File: src/rtl/wb_ram_wb_if_pkg.sv
// ============================================================================
// Module   : wb_ram_wb_if_pkg
// Brief    : Wishbone cycle/burst type codes and FSM state encodings.
// Revision : 1.0 - initial release
// ============================================================================
`default_nettype none

package wb_ram_wb_if_pkg;

  typedef logic [2:0] cti_t;
  typedef logic [1:0] bte_t;

  localparam cti_t CTI_CLASSIC = 3'b000;
  localparam cti_t CTI_CONST   = 3'b001;
  localparam cti_t CTI_INC     = 3'b010;
  localparam cti_t CTI_END     = 3'b111;

  localparam bte_t BTE_LIN     = 2'b00;
  localparam bte_t BTE_WRAP4   = 2'b01;
  localparam bte_t BTE_WRAP8   = 2'b10;
  localparam bte_t BTE_WRAP16  = 2'b11;

  localparam int         STATE_W = 2;
  localparam logic [1:0] S_IDLE  = 2'd0;
  localparam logic [1:0] S_BEAT  = 2'd1;
  localparam logic [1:0] S_ERR   = 2'd2;

  // Reserved CTI codes fall through as classic cycles.
  function automatic logic cti_is_burst(input cti_t cti);
    return (cti == CTI_CONST) || (cti == CTI_INC);
  endfunction

endpackage

`default_nettype wire

File: src/rtl/wb_ram_wb_if_if.sv
// ============================================================================
// Module   : wb_ram_wb_if_if
// Brief    : Wishbone slave bus plus dual-address RAM port bundle.
// Revision : 1.0 - initial release
// ============================================================================
`default_nettype none

interface wb_ram_wb_if_if #(
  parameter int WB_AW  = 32,
  parameter int RAM_AW = 8
);
  logic [WB_AW-1:0]  wb_adr_i;
  logic [31:0]       wb_dat_i;
  logic [3:0]        wb_sel_i;
  logic              wb_we_i;
  logic [2:0]        wb_cti_i;
  logic [1:0]        wb_bte_i;
  logic              wb_cyc_i;
  logic              wb_stb_i;
  logic              wb_ack_o;
  logic              wb_err_o;
  logic [31:0]       wb_dat_o;
  logic [3:0]        ram_we_o;
  logic [RAM_AW-1:0] ram_waddr_o;
  logic [RAM_AW-1:0] ram_raddr_o;
  logic [31:0]       ram_din_o;
  logic [31:0]       ram_dout_i;

  modport slave (
    input  wb_adr_i, wb_dat_i, wb_sel_i, wb_we_i, wb_cti_i, wb_bte_i,
           wb_cyc_i, wb_stb_i, ram_dout_i,
    output wb_ack_o, wb_err_o, wb_dat_o, ram_we_o, ram_waddr_o,
           ram_raddr_o, ram_din_o
  );

  modport master (
    output wb_adr_i, wb_dat_i, wb_sel_i, wb_we_i, wb_cti_i, wb_bte_i,
           wb_cyc_i, wb_stb_i, ram_dout_i,
    input  wb_ack_o, wb_err_o, wb_dat_o, ram_we_o, ram_waddr_o,
           ram_raddr_o, ram_din_o
  );
endinterface

`default_nettype wire

File: src/rtl/wb_ram_wb_if_burst_nxt.sv
// ============================================================================
// Module   : wb_burst_nxt_adr
// Brief    : Combinational next word address for Wishbone const/incr bursts.
// Revision : 1.0 - initial release
// ============================================================================
`default_nettype none

module wb_burst_nxt_adr
  import wb_ram_wb_if_pkg::*;
#(
  parameter int AW = 8
) (
  input  logic [AW-1:0] word,
  input  cti_t          cti,
  input  bte_t          bte,
  output logic [AW-1:0] nxt
);

  logic [AW-1:0] w_inc;
  logic [AW-1:0] w_mask;

  assign w_inc = word + AW'(1);

  // Bits under the mask take the incremented value, the rest are held.
  always_comb begin
    w_mask = '1;
    case (bte)
      BTE_WRAP4:  w_mask = AW'(3);
      BTE_WRAP8:  w_mask = AW'(7);
      BTE_WRAP16: w_mask = AW'(15);
      default:    w_mask = '1;
    endcase
    if (cti == CTI_CONST)
      nxt = word;
    else
      nxt = (word & ~w_mask) | (w_inc & w_mask);
  end

endmodule

`default_nettype wire

File: src/rtl/wb_ram_wb_if.sv
// ============================================================================
// Module   : wb_ram_wb_if
// Brief    : Wishbone B3 burst slave driving a 1-cycle-read dual-address RAM.
// Revision : 1.0 - initial release
// ============================================================================
`default_nettype none

module wb_ram_wb_if
  import wb_ram_wb_if_pkg::*;
#(
  parameter int DEPTH = 256,
  parameter int WB_AW = 32
) (
  input  logic            wb_clk_i,
  input  logic            wb_rst_i,
  wb_ram_wb_if_if.slave   bus
);

  localparam int RAM_AW = $clog2(DEPTH);

  logic [STATE_W-1:0] r_state;
  logic               r_ack;
  logic               r_err;
  logic [RAM_AW-1:0]  r_rd_adr;

  logic [STATE_W-1:0] w_state_nxt;
  logic               w_ack_nxt;
  logic               w_err_nxt;
  logic [RAM_AW-1:0]  w_rd_adr_nxt;
  logic [RAM_AW-1:0]  w_raddr;
  logic [RAM_AW-1:0]  w_word;
  logic [RAM_AW-1:0]  w_nxt;
  logic               w_req;
  logic               w_oor;
  logic               w_burst;
  logic               w_adr_ok;
  logic               w_ack;

  assign w_req    = bus.wb_cyc_i & bus.wb_stb_i;
  assign w_word   = bus.wb_adr_i[RAM_AW+1:2];
  assign w_oor    = |bus.wb_adr_i[WB_AW-1:RAM_AW+2];
  assign w_burst  = cti_is_burst(bus.wb_cti_i);
  // Reads must match the word whose data is on the RAM output this cycle.
  assign w_adr_ok = !w_oor && (bus.wb_we_i || (w_word == r_rd_adr));

  wb_burst_nxt_adr #(
    .AW (RAM_AW)
  ) u_nxt (
    .word (w_word),
    .cti  (bus.wb_cti_i),
    .bte  (bus.wb_bte_i),
    .nxt  (w_nxt)
  );

  always_comb begin
    w_state_nxt  = r_state;
    w_ack_nxt    = 1'b0;
    w_err_nxt    = 1'b0;
    w_rd_adr_nxt = r_rd_adr;
    w_raddr      = w_word;
    case (r_state)
      S_IDLE: begin
        if (w_req) begin
          if (w_oor) begin
            w_err_nxt   = 1'b1;
            w_state_nxt = S_ERR;
          end else begin
            w_ack_nxt    = 1'b1;
            w_rd_adr_nxt = w_word;
            w_state_nxt  = S_BEAT;
          end
        end
      end
      S_BEAT: begin
        if (w_req && w_adr_ok && w_burst) begin
          w_ack_nxt    = 1'b1;
          w_rd_adr_nxt = w_nxt;
          w_raddr      = w_nxt;
        end else begin
          w_state_nxt = S_IDLE;
        end
      end
      S_ERR:   w_state_nxt = S_IDLE;
      default: w_state_nxt = S_IDLE;
    endcase
  end

  always_ff @(posedge wb_clk_i or posedge wb_rst_i) begin
    if (wb_rst_i) begin
      r_state  <= S_IDLE;
      r_ack    <= 1'b0;
      r_err    <= 1'b0;
      r_rd_adr <= '0;
    end else begin
      r_state  <= w_state_nxt;
      r_ack    <= w_ack_nxt;
      r_err    <= w_err_nxt;
      r_rd_adr <= w_rd_adr_nxt;
    end
  end

  assign w_ack           = r_ack & w_req & w_adr_ok;
  assign bus.wb_ack_o    = w_ack;
  assign bus.wb_err_o    = r_err & w_req;
  assign bus.wb_dat_o    = bus.ram_dout_i;
  assign bus.ram_we_o    = bus.wb_sel_i & {4{w_ack & bus.wb_we_i}};
  assign bus.ram_waddr_o = w_word;
  assign bus.ram_raddr_o = w_raddr;
  assign bus.ram_din_o   = bus.wb_dat_i;

endmodule

`default_nettype wire

File: src/flat_wrapper.sv
// flat-port wrapper written by rule: the top's interface ports become plain ports
module wb_ram_wb_if_flat import wb_ram_wb_if_pkg::*;
#(
  parameter int DEPTH = 256,
  parameter int WB_AW = 32
)
  (wb_clk_i, wb_rst_i, bus_wb_adr_i, bus_wb_dat_i, bus_wb_sel_i, bus_wb_we_i, bus_wb_cti_i, bus_wb_bte_i, bus_wb_cyc_i, bus_wb_stb_i, bus_ram_dout_i, bus_wb_ack_o, bus_wb_err_o, bus_wb_dat_o, bus_ram_we_o, bus_ram_waddr_o, bus_ram_raddr_o, bus_ram_din_o);
  wb_ram_wb_if_if #(.WB_AW(WB_AW), .RAM_AW((8))) bus_i ();
  input  logic wb_clk_i;
  input  logic wb_rst_i;
  input wire logic [$bits(bus_i.wb_adr_i)-1:0] bus_wb_adr_i;
  input wire logic [$bits(bus_i.wb_dat_i)-1:0] bus_wb_dat_i;
  input wire logic [$bits(bus_i.wb_sel_i)-1:0] bus_wb_sel_i;
  input wire logic [$bits(bus_i.wb_we_i)-1:0] bus_wb_we_i;
  input wire logic [$bits(bus_i.wb_cti_i)-1:0] bus_wb_cti_i;
  input wire logic [$bits(bus_i.wb_bte_i)-1:0] bus_wb_bte_i;
  input wire logic [$bits(bus_i.wb_cyc_i)-1:0] bus_wb_cyc_i;
  input wire logic [$bits(bus_i.wb_stb_i)-1:0] bus_wb_stb_i;
  input wire logic [$bits(bus_i.ram_dout_i)-1:0] bus_ram_dout_i;
  output wire logic [$bits(bus_i.wb_ack_o)-1:0] bus_wb_ack_o;
  output wire logic [$bits(bus_i.wb_err_o)-1:0] bus_wb_err_o;
  output wire logic [$bits(bus_i.wb_dat_o)-1:0] bus_wb_dat_o;
  output wire logic [$bits(bus_i.ram_we_o)-1:0] bus_ram_we_o;
  output wire logic [$bits(bus_i.ram_waddr_o)-1:0] bus_ram_waddr_o;
  output wire logic [$bits(bus_i.ram_raddr_o)-1:0] bus_ram_raddr_o;
  output wire logic [$bits(bus_i.ram_din_o)-1:0] bus_ram_din_o;
  assign bus_i.wb_adr_i = bus_wb_adr_i;
  assign bus_i.wb_dat_i = bus_wb_dat_i;
  assign bus_i.wb_sel_i = bus_wb_sel_i;
  assign bus_i.wb_we_i = bus_wb_we_i;
  assign bus_i.wb_cti_i = bus_wb_cti_i;
  assign bus_i.wb_bte_i = bus_wb_bte_i;
  assign bus_i.wb_cyc_i = bus_wb_cyc_i;
  assign bus_i.wb_stb_i = bus_wb_stb_i;
  assign bus_i.ram_dout_i = bus_ram_dout_i;
  assign bus_wb_ack_o = bus_i.wb_ack_o;
  assign bus_wb_err_o = bus_i.wb_err_o;
  assign bus_wb_dat_o = bus_i.wb_dat_o;
  assign bus_ram_we_o = bus_i.ram_we_o;
  assign bus_ram_waddr_o = bus_i.ram_waddr_o;
  assign bus_ram_raddr_o = bus_i.ram_raddr_o;
  assign bus_ram_din_o = bus_i.ram_din_o;
  wb_ram_wb_if #(.DEPTH(DEPTH), .WB_AW(WB_AW)) u_core (.wb_clk_i(wb_clk_i), .wb_rst_i(wb_rst_i), .bus(bus_i));
endmodule
File: config.mk
export PLATFORM = sky130hd
export DESIGN_NAME = wb_ram_wb_if_flat
export DESIGN_NICKNAME = d
export VERILOG_FILES = /design/src/rtl/wb_ram_wb_if_pkg.sv /design/src/rtl/wb_ram_wb_if_if.sv /design/src/rtl/wb_ram_wb_if_burst_nxt.sv /design/src/rtl/wb_ram_wb_if.sv /design/src/flat_wrapper.sv
export SDC_FILE = /design/constraint.sdc
export NUM_CORES = 1
export LEC_CHECK = 0
export CAP_MARGIN = 5
export CELL_PAD_IN_SITES_DETAIL_PLACEMENT = 0
export CELL_PAD_IN_SITES_GLOBAL_PLACEMENT = 1
export CORE_ASPECT_RATIO = 2
export CORE_UTILIZATION = 18
export CTS_CLUSTER_SIZE = 14
export DETAILED_ROUTE_END_ITERATION = 12
export HOLD_SLACK_MARGIN = 0.12
export PLACE_DENSITY_LB_ADDON = 0.1
export RECOVER_POWER = 25
export REMOVE_ABC_BUFFERS = 1
export SYNTH_ARGS = -nofsm -noshare
export SYNTH_HDL_FRONTEND = slang
export SYNTH_SLANG_ARGS = --single-unit
File: constraint.sdc
create_clock -name wb_clk_i -period 3.1 [get_ports wb_clk_i]
set_input_delay 0.465 -clock wb_clk_i [delete_from_list [all_inputs] [get_ports wb_clk_i]]
set_output_delay 0.465 -clock wb_clk_i [all_outputs]
set_load 0.05 [all_outputs]
# Word-level counts from Yosys, hierarchy flattened
# Index checks and enable logic that the tools add are counted.
[classes]
addsub = 1
eq_ne = 11
n_mux = 19
reduce_logical = 11
bitwise = 10
[ops]
columns = ["operator", "count"]
rows = [
  ["$mux W8", 6],
  ["$pmux W8 S3", 1],
  ["$reduce_or A22 Y1", 1],
  ["$and A8 B8 Y8", 2],
  ["$pmux W8 S2", 1],
  ["$add A8 B1 Y8 const B", 1],
  ["$eq A8 B8 Y1", 1],
  ["$not A8 Y8", 1],
  ["$or A8 B8 Y8", 1],
  ["$mux W1", 6],
  ["$mux W2", 3],
  ["$and A1 B1 Y1", 5],
  ["$and A4 B4 Y4", 1],
  ["$eq A2 B1 Y1 const B", 2],
  ["$eq A2 B2 Y1 const B", 2],
  ["$ne A2 B1 Y1 const B", 2],
  ["$ne A2 B2 Y1 const B", 2],
  ["$pmux W2 S2", 1],
  ["$reduce_and A4 Y1", 1],
  ["$eq A3 B1 Y1 const B", 1],
  ["$eq A3 B2 Y1 const B", 1],
  ["$logic_and A1 B1 Y1", 3],
  ["$logic_not A2 Y1", 1],
  ["$logic_or A1 B1 Y1", 2],
  ["other kinds (4)", 4],
]
[totals]
word_cells = 56
out_inout_bits = 86
regBits = 12

# Longest topological paths before layout
[depth]
depth_word = 8
ltp_mapped = 7
mapped_depth_nobuf = 7

# Cells and area by module
# A second synthesis with hierarchy kept.
[unflattened]
cells_unflattened = 182
area_unflattened_um2 = 1694.1
[modules_own_cells]
columns = ["mod", "seq_area_each_um2", "n_inst", "cells_per_inst", "area_each_um2"]
rows = [
  ["wb_ram_wb_if", 300.3, 1, 156, 1483.9],
  ["wb_burst_nxt_adr", 0.0, 1, 26, 210.2],
]

# Worst setup path before layout
# No wires, ideal clock.
[synth_path]
path_type = "input to output"
from = "input port bus_wb_cti_i[0]"
to = "output port bus_ram_raddr_o[7]"
t_required_ns = 2.635
path_buffers = 1
arrival_ns = 2.501
stages = 6
setup_slack_ns = 0.134
cell_sequence = "xor2_1 -> or4b_1 -> clkbuf_2 -> or4_1 -> nor3_2 -> xor2_1"
[synth_via]
elab_chain_cells = 5
elab_cells_between_ends = 7
cone_classes = "eq/ne (2); mux (3); reduce/logical (2)"
[synth_rtl]
columns = ["item", "line_no", "rtl"]
rows = [
  ["from (decl)", "flat_wrapper.sv:15", "input wire logic [$bits(bus_i.wb_cti_i)-1:0] bus_wb_cti_i;"],
  ["$eq A3 B1 Y1 / $eq A3 B2 Y1 (equally long branches)", "wb_ram_wb_if_pkg.sv:30, wb_ram_wb_if_burst_nxt.sv:33", ""],
  ["$logic_or A1 B1 Y1", "wb_ram_wb_if_pkg.sv:30", "return (cti == CTI_CONST) || (cti == CTI_INC);"],
  ["$logic_and A1 B1 Y1", "wb_ram_wb_if.sv:75", "if (w_req && w_adr_ok && w_burst) begin"],
  ["$mux W8 (*)", "wb_ram_wb_if.sv:75", ""],
  ["$mux W8 (*)", "wb_ram_wb_if.sv:61", "case (r_state)"],
  ["to (decl)", "flat_wrapper.sv:25", "output wire logic [$bits(bus_i.ram_raddr_o)-1:0] bus_ram_raddr_o;"],
]
# Every way passes the cells marked *; elsewhere a longest branch is shown, timed or not.

# Worst setup path in the final report
[layout_path]
from = "input port bus_wb_adr_i[14]"
to = "output port bus_ram_raddr_o[3]"
[layout_via]
elab_chain_cells = 7
[layout_rtl]
columns = ["item", "line_no", "rtl"]
rows = [
  ["from (decl)", "flat_wrapper.sv:11", "input wire logic [$bits(bus_i.wb_adr_i)-1:0] bus_wb_adr_i;"],
  ["$reduce_or A22 Y1", "wb_ram_wb_if.sv:41", "assign w_oor = |bus.wb_adr_i[WB_AW-1:RAM_AW+2];"],
  ["$logic_not A1 Y1", "wb_ram_wb_if.sv:44", "assign w_adr_ok = !w_oor && (bus.wb_we_i || (w_word == r_rd_adr));"],
  ["$logic_and A1 B1 Y1", "wb_ram_wb_if.sv:44", ""],
  ["$logic_and A1 B1 Y1 (2 in a row)", "wb_ram_wb_if.sv:75", ""],
  ["$mux W8", "wb_ram_wb_if.sv:75", ""],
  ["$mux W8", "wb_ram_wb_if.sv:61", ""],
]
# No other way between the ends.

==> summary.md <==
| Metric | Value |
|---|---|
| Ports | 196 |
| CTS Hold Bufs | 0 |
| Gr usage total | 23.7% |
| Sink Count | 12 |
| CTS tree | done |
| M2 GR Usage | 51.6% |
| Ys async rst share | 100% |
| Clock transition at path regs | 0.04 ns |
| Final worst slack | 0.0864 ns |
| Final clock skew | 0.00303 ns |
| Max-slew violations | 0 |
| Hold WS | 0.530 ns |
| Hold crit path type | flop to flop |
| Syn Area/Cell | 8.44 um2 |
| Period utilisation layout | 97.2% |
| DR iter-0 viols | 37 |
| Chip height | 137 um |
| Slowest library cell on the worst path | clkdlybuf4s50_1 |
| Total gr overflow | 0 |
| First drt pass iteration count | 4 |
| Status | finished clean |
| IO Port Bufs | 65 |
| Synth Instances | 195 |
| Top delay family on crit path | simple AND/OR/NAND/NOR gates |
| Largest net degree at the start of global routing | 13 |
| Routed Antenna Nets | 0 |
| Crit-path cells | clkdlybuf4s50_1 > nor4_2 > nand4_1 > or2_4 > buf_4 > nor4_4 > xor2_1 > buf_4 > buf_12 |
| Synth warnings | 0 |
| Die Footprint | 9550 um2 |
| Layout Nets | 328 |
| Initial core utilization | 18.4% |
| H-tree depth | 1 |
| Final wirelength | 11.3 mm |
| Post-route cell area | 2380 um2 |
| Layout filler cell count | 959 |
| DP Worst Slack | -0.156 ns |
| Yosys cell types | 36 |
| Mean number of vias per cell | 4.39 |
| Final hold vios | 0 |
| Worst Setup Path Type | input port to output port |
| PwrDens | 264 nW/um2 |
| Via Count | 1386 |
| DRC Markers | 0 |
| Max incr delay on CP | 0.41 ns |
| Sequential area share after synthesis | 18.3% |
| Post-Synthesis Cell Area | 1650 um2 |
| Most used routing layer | met2 |
| CP required | 2.63 ns |
| Crit. End Element | output port |
| CP Max Fanout | 5 |
| Clk_lat worst skew | 0.24 ns |
| Peak VDD IR | 0.000136 V |
| Clock Path Buffers | 2 |
| Fmax | 332 MHz |
| Critical Path Start Type | input port |
| Total CTS buffers | 3 |
| Crit path arrival time | 2.55 ns |
| Final setup vio count | 0 |
| Die W | 69.6 um |
| Initial antenna violation count | 0 |
| Transition time of the tightest slew-check pin | 0.575 ns |
| Crit path time final | 3.01 ns |
| Post-synth EDFFs | 0 |
| Slew margin rel. | 61.6% |
| Ant. Diodes | 0 |
| WL per Instance | 35.6 um |
| First-pass GRT wire length | 14.4 mm |
| Via count of the first global-routing pass | 1489 |
| Design Power | 0.629 mW |
| Cell Area, Placed | 2170 um2 |
| Leak pwr | 1.08 nW |
| Layout area overhead | 44.9% |
| Post-detail-place hpwl | 10.5 mm |
| Share of cells above drive strength 1 | 32.7% |
| CTS root buffer | clkbuf_16 |
| Met3 GRT Util | 23.1% |
| Cell mode on critical path | buf_4 |
| Grt met1 use | 9.27% |
| Core Region | 8950 um2 |
| # rows | 49 |
| Synth Flop Type | dfrtp_1 |
| #FFs+latches synth | 12 |
| Max-cap violation count | 0 |
| RePlAce Congestion | 0.942 |
| Worst path bufs/invs | 4 |
==> power by group <==
part           internal (mW)  total [mW]  switching (mW)
logic                  0.106       0.208           0.102
clock network          0.195       0.261          0.0666
registers              0.159       0.159        0.000895
total                  0.460       0.629           0.169
==> placed cells by master, fill, tap and decap left out, types with 2 or more instances in the layout <==
cell type | Yosys | layout
and2_1 | 2 | 2
dlygate4sd2_1 | 0 | 4
buf_4 | 72 | 26
buf_12 | 0 | 12
and3_1 | 4 | 4
nor4_2 | 0 | 4
and4_1 | 2 | 2
xnor2_1 | 3 | 3
inv_1 | 8 | 8
clkbuf_16 | 0 | 3
xor2_1 | 20 | 18
nor3b_1 | 2 | 2
nand3_1 | 3 | 3
clkdlybuf4s50_1 | 0 | 44
nor4_1 | 10 | 4
nand2_1 | 8 | 7
nand4_1 | 3 | 3
nor3_1 | 4 | 3
dlymetal6s2s_1 | 0 | 4
nor4_4 | 0 | 2
ha_1 | 3 | 2
dfrtp_1 | 12 | 12
xor2_2 | 0 | 2
nor2_1 | 9 | 9
mux2_2 | 10 | 9
==> layer usage <==
layer | share of wire (%) | vias up | routed length (um)
met4 | 3.0 | 0 | 335
met2 | 61 | 174 | 6860
met5 | 0 | - | 0
li1 | - | 616 | -
met1 | 14 | 584 | 1560
met3 | 22 | 12 | 2500
==> cell families after synthesis <==
| family | count (synthesis) | share of synthesized area (%) |
|---|---|---|
| AO/OA/AOI/OAI | 3 | 2.59 |
| XOR/XNOR | 23 | 12.2 |
| flip-flops | 12 | 18.3 |
| adder cells (fa/ha/maj) | 3 | 2.28 |
| AND/OR/NAND/NOR | 60 | 22.0 |
| buffers and inverters | 84 | 35.8 |
| multiplexers | 10 | 6.84 |
==> cell type report <==
class | count | area, um2 | share of cell area [%]
sequential | 12 | 300 | 12.6
tap | 102 | 128 | 5.35
multi-input combinational | 99 | 861 | 36.1
clock buffer | 4 | 88.8 | 3.73
timing repair buffer | 91 | 976 | 40.9
inverter | 8 | 30.0 | 1.26
==> worst paths after layout <==
check                      depth (start not counted)                from  slack [ns]                 end
max                                                9    bus_wb_adr_i[14]        0.09  bus_ram_raddr_o[3]
min                                                1  u_core.r_rd_adr[6]        0.53  u_core.r_rd_adr[6]
max reg2reg                                        5  u_core.r_rd_adr[7]        1.15  u_core.r_rd_adr[7]
min reg2reg                                        1  u_core.r_rd_adr[6]        0.53  u_core.r_rd_adr[6]
max in group asynchronous                          2            wb_rst_i        2.20        u_core.r_ack
min in group asynchronous                          2            wb_rst_i        0.56  u_core.r_rd_adr[0]
==> metrics by stage <==
step / TNS (ns) / cells / utilization (%)
3_3_place_gp: -0.755 / 311 / 24.2
2_1_floorplan: 0 / 119 / -
6_report: 0 / 316 / 26.6
3_5_place_dp: -0.697 / 311 / 24.2
5_1_grt: -0.00716 / 316 / 26.6
4_1_cts: 0 / 315 / 25.9
==> synth_stat cells, types with 2 or more instances <==
| cell type | number | area share (%) |
|---|---|---|
| mux2_2 | 10 | 6.8 |
| dfrtp_1 | 12 | 18 |
| and4_1 | 2 | 1.1 |
| ha_1 | 3 | 2.3 |
| and3_1 | 4 | 1.5 |
| nor4_1 | 10 | 3.8 |
| xor2_1 | 20 | 11 |
| nand4_1 | 3 | 1.1 |
| buf_4 | 72 | 33 |
| nor3_1 | 4 | 1.2 |
| inv_1 | 8 | 1.8 |
| buf_2 | 2 | 0.61 |
| xnor2_1 | 3 | 1.6 |
| and2_1 | 2 | 0.76 |
| nor3b_1 | 2 | 0.91 |
| nand3_1 | 3 | 0.91 |
| nand2_1 | 8 | 1.8 |
| nor2_1 | 9 | 2.1 |
==> state kept, by name, summed over array words and instances (netlist names) <==
| register | count |
|---|---|
| u_core.r_err | 1 |
| u_core.r_state | 2 |
| u_core.r_ack | 1 |
| u_core.r_rd_adr | 8 |
==> what timing repair did <==
action	in CTS	in global routing
resized for setup	16	12
pin swaps	3	6
setup buffers	0	1
endpoints found under the setup margin	8	6
Power figures use the tool's default switching activity.
